<file path="src/rtl/ext_unit_pipe.sv">
// Registered immediate-extension unit: widens IN_W to OUT_W in one of four
// modes and queues results in a 2-entry valid/ready output buffer.
module ext_unit_pipe #(
  parameter int IN_W  = 16,
  parameter int OUT_W = 32
) (
  input  logic             clk,
  input  logic             reset_n,
  input  logic             flush,
  input  logic             in_valid,
  output logic             in_ready,
  input  logic [IN_W-1:0]  in_data,
  input  logic [1:0]       in_mode,
  output logic             out_valid,
  input  logic             out_ready,
  output logic [OUT_W-1:0] out_data,
  output logic [1:0]       out_mode
);

  localparam int EXT = OUT_W - IN_W;

  typedef enum logic [1:0] {
    MODE_ZERO   = 2'd0,
    MODE_SIGN   = 2'd1,
    MODE_BRANCH = 2'd2,
    MODE_UPPER  = 2'd3
  } extMode_e;

  logic [OUT_W-1:0] w_zext;
  logic [OUT_W-1:0] w_sext;
  logic [OUT_W-1:0] w_result;
  logic             w_push;
  logic             w_pop;

  logic [OUT_W-1:0] r_data [2];
  logic [1:0]       r_mode [2];
  logic             r_rdPtr;
  logic             r_wrPtr;
  logic [1:0]       r_count;

  assign w_zext = {{EXT{1'b0}}, in_data};
  assign w_sext = {{EXT{in_data[IN_W-1]}}, in_data};

  // Branch mode drops two sign copies off the top; EXT >= 2 keeps every data bit.
  always_comb begin
    w_result = w_zext;
    case (extMode_e'(in_mode))
      MODE_ZERO:   w_result = w_zext;
      MODE_SIGN:   w_result = w_sext;
      MODE_BRANCH: w_result = w_sext << 2;
      MODE_UPPER:  w_result = {in_data, {EXT{1'b0}}};
      default:     w_result = w_zext;
    endcase
  end

  // Flags come only from registered occupancy, so there is no in->out or
  // out_ready->in_ready combinational path.
  assign in_ready  = (r_count != 2'd2);
  assign out_valid = (r_count != 2'd0);
  assign out_data  = r_data[r_rdPtr];
  assign out_mode  = r_mode[r_rdPtr];

  assign w_push = in_valid && in_ready;
  assign w_pop  = out_valid && out_ready;

  always_ff @(posedge clk or negedge reset_n) begin
    if (!reset_n) begin
      r_rdPtr <= 1'b0;
      r_wrPtr <= 1'b0;
      r_count <= 2'd0;
      for (int i = 0; i < 2; i++) begin
        r_data[i] <= '0;
        r_mode[i] <= 2'd0;
      end
    end else if (flush) begin
      r_rdPtr <= 1'b0;
      r_wrPtr <= 1'b0;
      r_count <= 2'd0;
    end else begin
      if (w_push) begin
        r_data[r_wrPtr] <= w_result;
        r_mode[r_wrPtr] <= in_mode;
        r_wrPtr         <= ~r_wrPtr;
      end
      if (w_pop) begin
        r_rdPtr <= ~r_rdPtr;
      end
      case ({w_push, w_pop})
        2'b10:   r_count <= r_count + 2'd1;
        2'b01:   r_count <= r_count - 2'd1;
        default: r_count <= r_count;
      endcase
    end
  end

endmodule

</file>
<file path="config.mk">
export PLATFORM = sky130hd
export DESIGN_NAME = ext_unit_pipe
export DESIGN_NICKNAME = d
export VERILOG_FILES = /design/src/rtl/ext_unit_pipe.sv
export SDC_FILE = /design/constraint.sdc
export NUM_CORES = 1
export LEC_CHECK = 0
export BUFFER_PORTS_ARGS = -buffer_cell sky130_fd_sc_hd__buf_2
export CAP_MARGIN = 20
export CORE_MARGIN = 1.5
export CORE_UTILIZATION = 55
export CTS_BUF_LIST = sky130_fd_sc_hd__clkbuf_16
export DETAILED_ROUTE_END_ITERATION = 6
export HOLD_SLACK_MARGIN = 0.08
export PLACE_DENSITY = 0.78
export SKIP_LAST_GASP = 1
export SYNTH_ARGS = -nofsm -noshare
export SYNTH_HDL_FRONTEND = slang
export SYNTH_SLANG_ARGS = --single-unit
</file>
<file path="constraint.sdc">
create_clock -name clk -period 4.3 [get_ports clk]
set_clock_uncertainty 0.05 [all_clocks]
set_input_delay 0.215 -clock clk [delete_from_list [all_inputs] [get_ports clk]]
set_output_delay 0.215 -clock clk [all_outputs]
set_load 0.02 [all_outputs]
</file>
# ---- Word-level counts from Yosys, hierarchy flattened
# Index checks and enable logic that the tools add are counted.
dict set report op_classes {
  addsub 2
  n_lt_le_gt_ge 3
  eq_ne 6
  n_mux 19
  bitwise_logic 5
  n_reduce_logical 9
}
# cell count
set ops {}
lappend ops {{two-way mux 32 bit} 4}
lappend ops {{case mux 32 bit (4 select lines)} 1}
lappend ops {{bitwise mux 64 bit} 1}
lappend ops {{demux 32 bit (select 1 bit)} 1}
lappend ops {{two-way mux 2 bit} 5}
lappend ops {{equality test 2 bit, second input constant} 3}
lappend ops {{nonzero test 2 bit} 3}
lappend ops {{bitwise mux 4 bit} 1}
lappend ops {{equality test 2 x 1 -> 1 bit, second input constant} 2}
lappend ops {{greater-or-equal comparator 2 bit, second input constant} 2}
lappend ops {{two-way mux 1 bit} 4}
lappend ops {{NOT 1 -> 2 bit} 2}
lappend ops {{case mux 2 bit (2 select lines)} 1}
lappend ops {{logical AND 1 bit} 3}
lappend ops {{NOT 1 bit} 3}
lappend ops {{nonzero test 3 bit} 1}
lappend ops {{adder 2 x 1 -> 2 bit, second input constant} 1}
lappend ops {{demux 2 bit (select 1 bit)} 1}
lappend ops {{zero test 2 bit} 1}
lappend ops {{< comparator 2 x 1 -> 1 bit, second input constant} 1}
lappend ops {{!= test 2 bit, second input constant} 1}
lappend ops {{AND reduction 2 bit} 1}
lappend ops {{subtractor 2 x 1 -> 2 bit, second input constant} 1}
dict set report word_totals {
  register_bits 72
  out_inout_bits 36
}

# ---- Logic depth before layout (Yosys ltp)
# Gate-level depths: netlist (run 1).
dict set report depth {
  word_depth 6
  depth_mapped 5
  ltp_nobuf 3
}

# ---- Least setup slack after synthesis (run 1)
# Ideal clock, no wire load.
dict set report synth_timing {
  path_kind {flip-flop to flip-flop}
  startpoint {reg r_count[1]}
  endpoint {reg r_data[19] in the netlist's numbering}
  setup_time_ns 0.125
  t_arrival_ns 1.498
  required_time_ns 4.125
  slack_ns 2.628
  path_stages_with_launch 5
  period_less_slack_ns 1.672
  path_cell_list {dfrtp_1 > nor2b_4 > nor4b_4 > buf_6 > mux2_2}
}
dict set report synth_via {
  elab_chain_len 3
}
# item line_no
set synth_rtl {}
lappend synth_rtl {{start: declaration} 39} ;# logic [1:0] r_count;
lappend synth_rtl {{start signal: assignment} 89} ;# 2'b10: r_count <= r_count + 2'd1;
lappend synth_rtl {{start signal: assignment} 90} ;# 2'b01: r_count <= r_count - 2'd1;
lappend synth_rtl {{start signal: assignment} 91} ;# default: r_count <= r_count;
lappend synth_rtl {{!= test 2 bit} 58} ;# assign in_ready = (r_count != 2'd2);
lappend synth_rtl {{logical AND 1 bit} 63} ;# assign w_push = in_valid && in_ready;
lappend synth_rtl {{AND reduction 2 bit (no line)} -}
lappend synth_rtl {{end signal: indexed assignment} 81} ;# r_data[r_wrPtr] <= w_result;
lappend synth_rtl {{end: declaration} 35} ;# logic [OUT_W-1:0] r_data [2];
# Every way passes these cells.
# A chain may end at the register's enable or synchronous reset.

# ---- Worst setup path in the final report (run 1)
dict set report layout_timing {
  startpoint {reg r_rdPtr}
  endpoint {out out_data[3]}
}
dict set report layout_via {
  elab_chain_len 4
}
# item line_no
set layout_rtl {}
lappend layout_rtl {{start: declaration} 37} ;# logic r_rdPtr;
lappend layout_rtl {{start signal: assignment} 86} ;# r_rdPtr <= ~r_rdPtr;
lappend layout_rtl {{NOT 1 -> 2 bit (not written as such)} 60} ;# assign out_data = r_data[r_rdPtr];
lappend layout_rtl {{two-way mux 32 bit (not written as such) (3 in a row)} 60}
lappend layout_rtl {{end: declaration} 16} ;# output logic [OUT_W-1:0] out_data,
# Every way passes these cells. The select of a mux whose other input is x is not followed.

==> results of run 1 <==
## cells in the final DEF, fill, tap and decap left out
cell,n
mux2_2,92
dfrtp_1,72
buf_2,58
mux2i_1,17
o21bai_1,15
a22o_1,14
clkbuf_16,9
mux2_1,7
o21ai_0,6
inv_1,4
buf_4,4
nor2b_1,3
a21oi_1,3
bufinv_16,3
nand2_1,2
nor2_1,2
clkinv_1,2
nor2b_4,1
or2_2,1
and3b_1,1
inv_2,1
nor4b_4,1
nor4_4,1
a2bb2oi_1,1
xor2_1,1
or3_1,1
nor3b_1,1
and2_1,1
nand3b_1,1
clkinvlp_4,1
clkinv_2,1
dlygate4sd3_1,1
## cells by family after synthesis
logic type,share of synthesized area [%]
DFF,49.1
AOI/OAI and AO/OA,7.88
and+or+nand+nor,3.69
muxes,35.1
buffers and inverters,3.99
xor gates and xnor gates,0.239
## worst reg2reg max path: stages, from the launching register on
cell     delay [ps]
dfrtp_1         420
nor2b_4         180
nor4_4          550
buf_4           460
mux2_2          400
## flip-flops by register name, indices dropped and copies added, names as in the netlist
| name | count |
|---|---|
| r_data | 64 |
| r_wrPtr | 1 |
| r_mode | 4 |
| r_rdPtr | 1 |
| r_count | 2 |
## report_power, final
group          switching (mW)  leakage, nW  total (mW)  internal [mW]
registers              0.0846        0.905       0.922          0.838
clock network           0.277        0.161       0.839          0.561
logic                   0.279        0.956       0.553          0.274
## final cells by class
cell class | instances | area (sq um) | area share (%)
multi-input cells | 172 | 1720 | 39.9
clock buffers | 9 | 225 | 5.24
clock inverters | 7 | 110 | 2.56
inverters | 5 | 18.8 | 0.436
flip-flops and latches | 72 | 1800 | 41.9
well taps | 77 | 96.3 | 2.24
repair buffers | 63 | 330 | 7.68
## routing by layer
layer | global-route usage (%) | routed length (microns) | up-vias
li1 | - | - | 1083
met3 | 6.00 | 363 | 8
met5 | 0 | 0 | -
met2 | 34.9 | 3600 | 63
met1 | 32.7 | 3650 | 1219
met4 | 5.28 | 63 | 0
## worst max-delay path by stage
stage | to | slack, ps | cells after the start
after floorplan | r_data[19]$_DFFE_PN0P_ | 2630 | 4
after global placement | r_data[50]$_DFFE_PN0P_ | 2160 | 4
after detailed placement | r_data[61]$_DFFE_PN0P_ | 2100 | 4
after CTS | out_data[29] | 1970 | 3
after global routing | out_data[3] | 1890 | 3
final | out_data[3] | 1980 | 3
==> flow_summary_export.csv, run 1 <==
group,metric,value,unit
placement,dp.cells,388,
logic_synthesis,ys_seq_area_share,49.1,%
cts,cts_buffers,9,
finish,stdcell_count,405,
routing,drt_iter0_markers,161,
global_route,grt_use_total,22.8,%
cts,ctsHoldBuffers,1,
routing,drcViolationCount,0,
timing,fin_crit_sh,54.1,%
power,peakVddDrop,0.370,mV
flow_run,max_cap_viol_count,0,
logic_synthesis,ys_ff_latch,72,
logic_synthesis,synth_top_cells_by_count,"mux2_2 (92), dfrtp_1 (72), mux2i_1 (17)",
timing,relSlewSlack,42.1,%
cts,cts-resized-gates,0,
power,power_density,538,mW/mm^2
cts,cts_root_buffer,"clkbuf_16",
finish,n_antenna_cell,0,
timing,fin_crit,2320,ps
critical_path,crit_buf_inv,2,
critical_path,crit_path_end_kind,"output pin",
floorplanning,die_h,84.6,microns
logic_synthesis,synth_edf_count,0,
logic_synthesis,postSynthAreaPerCell,13.6,sq um
timing,setup_ws,1980,ps
critical_path,ff2ff_path_depth,4,
timing,slew_violations,0,
floorplanning,die_w,84.6,microns
status,status,"finished clean",
power,p_leak,2.02,nW
logic_synthesis,synth_nets,292,
floorplanning,core_area,0.00639,sq mm
floorplanning,io_pins,59,
finish,postLayoutCoreUtil,67.3,%
routing,drt_wl_total,7.67,mm
logic_synthesis,synth-main-ff-cell,"dfrtp_1",
critical_path,r2r_end,"r_data[40]$_DFFE_PN0P_",
global_route,grt_pass1_wl,12.6,mm
timing,hold_viol,0,
placement,gp_congestion,0.768,
routing,vias,2373,
timing,fmax,0.430,GHz
critical_path,cp_slowest_cell,"dfrtp_1",
critical_path,startpoint_type,"flip-flop",
cts,numClockSinks,72,
cts,clock_path_buffers,2,
finish,final_nets,346,
timing,rsz0062_at_grt,"no",
finish,final_layout_size_suffix_gt1_share,52.7,%
finish,fillers,476,
critical_path,worstSetupPathType,"reg -> out",
logic_synthesis,synth.most_common_cell,"mux2_2",
logic_synthesis,ys_top_cells_by_area,"dfrtp_1 (49%), mux2_2 (28%), mux2i_1 (4.6%), a22o_1 (3.3%), o21bai_1 (3.1%)",
logic_synthesis,synthDistinctLibCells,29,
timing,whs,124,ps
critical_path,cp_cell_sequence,"buf_4 -> mux2_2 -> buf_2",
finish,finalInstanceArea,0.00430,sq mm
logic_synthesis,yosysWarnings,0,
critical_path,r2r-start,"r_count[1]$_DFFE_PN0P_",
logic_synthesis,async_reset_ff_share,100,%
routing,ant_nets,0,
finish,synthToLayoutAreaGrowth,17.3,%
cts,post_cts_buffers,0,
routing,dr.pass1.iters,4,
cts,htreeDepth,3,
critical_path,cp-startpoint,"r_rdPtr$_DFFE_PN0P_",
power,total_power,2.31,mW
routing,viasPerCell,5.86,
min_path,min_to,"r_count[0]$_DFFE_PN0P_",
critical_path,arrival,2060,ps
global_route,antenna_found_initial,0,
min_path,hp-class,"in -> reg",
placement,io_buffers,58,
timing,worst_pin_slew,867,ps
placement,place_ws,2100,ps
placement,place_area,0.00396,sq mm
critical_path,required,4030,ps
global_route,grt_pass1_vias,2398,
critical_path,crit_fanout,23,
routing,routedWlPerCell,18.9,microns
placement,dp_hpwl,5.08,mm
floorplanning,num_rows,29,
logic_synthesis,synth_area,0.00367,sq mm
critical_path,rrSetupSlack,2120,ps
cts,clock_latency,320,ps
cts,path_clk_slew,60,ps
floorplanning,start_util,57.4,%
critical_path,path_delay_family,"flip-flops",
logic_synthesis,synth_top_area_cell,"dfrtp_1",
global_route,overflow,0,
logic_synthesis,synth_cells,269,
min_path,min_from,"flush",
timing,tns,0,ps
critical_path,slowest_delay,720,ps
global_route,grt_max_degree,45,
min_path,worstHoldPathCells,2,
cts,cts_tree,"done",
floorplanning,die_area,0.00716,sq mm
timing,setup_viol,0,
logic_synthesis,synth_top_area_share,49.1,%
(Power assumes the default switching activity.)
==> run 2: changes to the inputs <==
==> constraint.sdc (replaced) <==
create_clock -name clk -period 2.2 [get_ports clk]
set_clock_uncertainty 0.05 [all_clocks]
set_input_delay 0.11 -clock clk [delete_from_list [all_inputs] [get_ports clk]]
set_output_delay 0.11 -clock clk [all_outputs]
set_load 0.02 [all_outputs]
==> flow_summary_export.csv, run 2 (synthesis gave the netlist of run 1 again) <==
group,metric,value,unit
status,status,"finished clean",
timing,fin_crit,1780,ps
finish,layout_commonest_cell,"mux2_2",
global_route,grt_max_degree,49,
timing,setup_viol,0,
timing,worst_pin_slew,976,ps
critical_path,required,2040,ps
routing,vias,2407,
power,power_density,988,mW/mm^2
finish,largest_register_ffs,64,
finish,final_nets,350,
routing,drt_iter0_markers,155,
power,p_int,3.04,mW
finish,top_regs,"r_data (64), r_mode (4), r_count (2)",
cts,cts_buffers,9,
critical_path,arrival,1620,ps
floorplanning,io_pins,59,
critical_path,cp_slowest_cell,"mux2_2",
cts,post_cts_buffers,0,
power,p_sw,1.21,mW
timing,tns,0,ps
timing,fin_crit_sh,80.9,%
routing,routedWlPerCell,18.8,microns
floorplanning,num_rows,29,
floorplanning,die_area,0.00716,sq mm
timing,relSlewSlack,34.8,%
floorplanning,die_h,84.6,microns
power,p_leak,2.03,nW
floorplanning,core_area,0.00639,sq mm
critical_path,crit_fanout,27,
min_path,hp-class,"in -> reg",
cts,cts-resized-gates,0,
timing,fmax,0.562,GHz
finish,final_layout_size_suffix_gt1_share,52.3,%
critical_path,startpoint_type,"flip-flop",
critical_path,cp_cell_sequence,"buf_4 -> mux2_2 -> buf_2",
critical_path,slowest_delay,410,ps
finish,largest_register,"r_data",
cts,path_clk_slew,50,ps
floorplanning,die_w,84.6,microns
cts,numClockSinks,72,
routing,ant_nets,0,
global_route,grt_pass1_wl,12.5,mm
power,comb_power_share,25.7,%
routing,drcViolationCount,0,
placement,io_buffers,58,
cts,htreeDepth,3,
routing,dr.pass1.iters,5,
global_route,grt_use_total,22.8,%
cts,clock_path_buffers,2,
placement,gp_congestion,0.819,
power,sequentialPowerShare,42.1,%
power,p_sw_share,28.5,%
timing,hold_viol,0,
global_route,grt_pass1_vias,2445,
routing,viasPerCell,5.90,
finish,layout_common_cells,"mux2_2 (92), dfrtp_1 (72), buf_2 (58)",
flow_run,max_cap_viol_count,0,
routing,drt_wl_total,7.67,mm
critical_path,crit_path_end_kind,"output pin",
finish,synthToLayoutAreaGrowth,17.3,%
power,peakVddDrop,0.743,mV
cts,cts_root_buffer,"clkbuf_16",
power,total_power,4.25,mW
global_route,antenna_found_initial,0,
timing,rsz0062_at_grt,"no",
global_route,overflow,0,
cts,cts_tree,"done",
finish,n_antenna_cell,0,
power,p_clk_share,32.1,%
floorplanning,start_util,57.4,%
cts,clock_latency,330,ps
placement,dp_hpwl,5.14,mm
critical_path,worstSetupPathType,"reg -> out",
cts,ctsHoldBuffers,3,
timing,slew_violations,0,
run 2: metal layers:
layer | global-route usage [%] | vias to the layer above | wire, microns
li1 | - | 1097 | -
met1 | 31.3 | 1229 | 3460
met2 | 35.2 | 68 | 3620
met3 | 6.19 | 13 | 432
met4 | 8.06 | 0 | 160
met5 | 0 | - | 0
run 2: path summary, 6_finish.rpt:
path | startpoint | end | slack, ps | cells past startpoint
max | r_rdPtr$_DFFE_PN0P_ | out_data[9] | 420 | 3
max in group asynchronous | reset_n | r_data[52]$_DFFE_PN0P_ | 1180 | 3
min reg2reg | r_data[1]$_DFFE_PN0P_ | r_data[1]$_DFFE_PN0P_ | 430 | 1
max reg2reg | r_count[1]$_DFFE_PN0P_ | r_data[55]$_DFFE_PN0P_ | 490 | 4
min | in_mode[1] | r_mode[3]$_DFFE_PN0P_ | 90 | 2
min in group asynchronous | reset_n | r_count[0]$_DFFE_PN0P_ | 280 | 2
run 2: cell type report:
cell class	instances	area [sq um]
Clock buffer	9	225
Clock inverter	6	51.3
Fill cell	473	2080
Inverter	5	18.8
Multi-Input combinational cell	172	1720
Sequential cell	72	1800
Tap cell	77	96.3
Timing Repair Buffer	67	390
run 2: power groups by stage:
stage / clock network [mW] / registers (mW) / logic (mW)
5_1_grt: 1.44 / 1.83 / 1.17
6_report: 1.37 / 1.79 / 1.09
3_3_place_gp: 0 / 1.79 / 1.07
3_5_place_dp: 0 / 1.81 / 1.10
2_1_floorplan: 0 / 1.76 / 0.825
4_1_cts: 1.38 / 1.79 / 1.11
run 2: stage by stage:
step	hold WS [ps]	util (%)	area (sq um)	setup slack, ps	instances
floorplan	-236	-	3670	528	269
global placement	87.8	62.6	4000	509	390
detailed placement	94.1	62.6	4000	472	390
CTS	84.2	67.4	4300	430	408
global route	116	67.4	4300	374	408
finish	90.5	67.4	4300	421	408
run 2: worst max-delay path: cells and delay by family (launching register included):
kind	cells	cell delay, ps
buffers and inverters	2	530
DFF	1	350
muxes	1	410
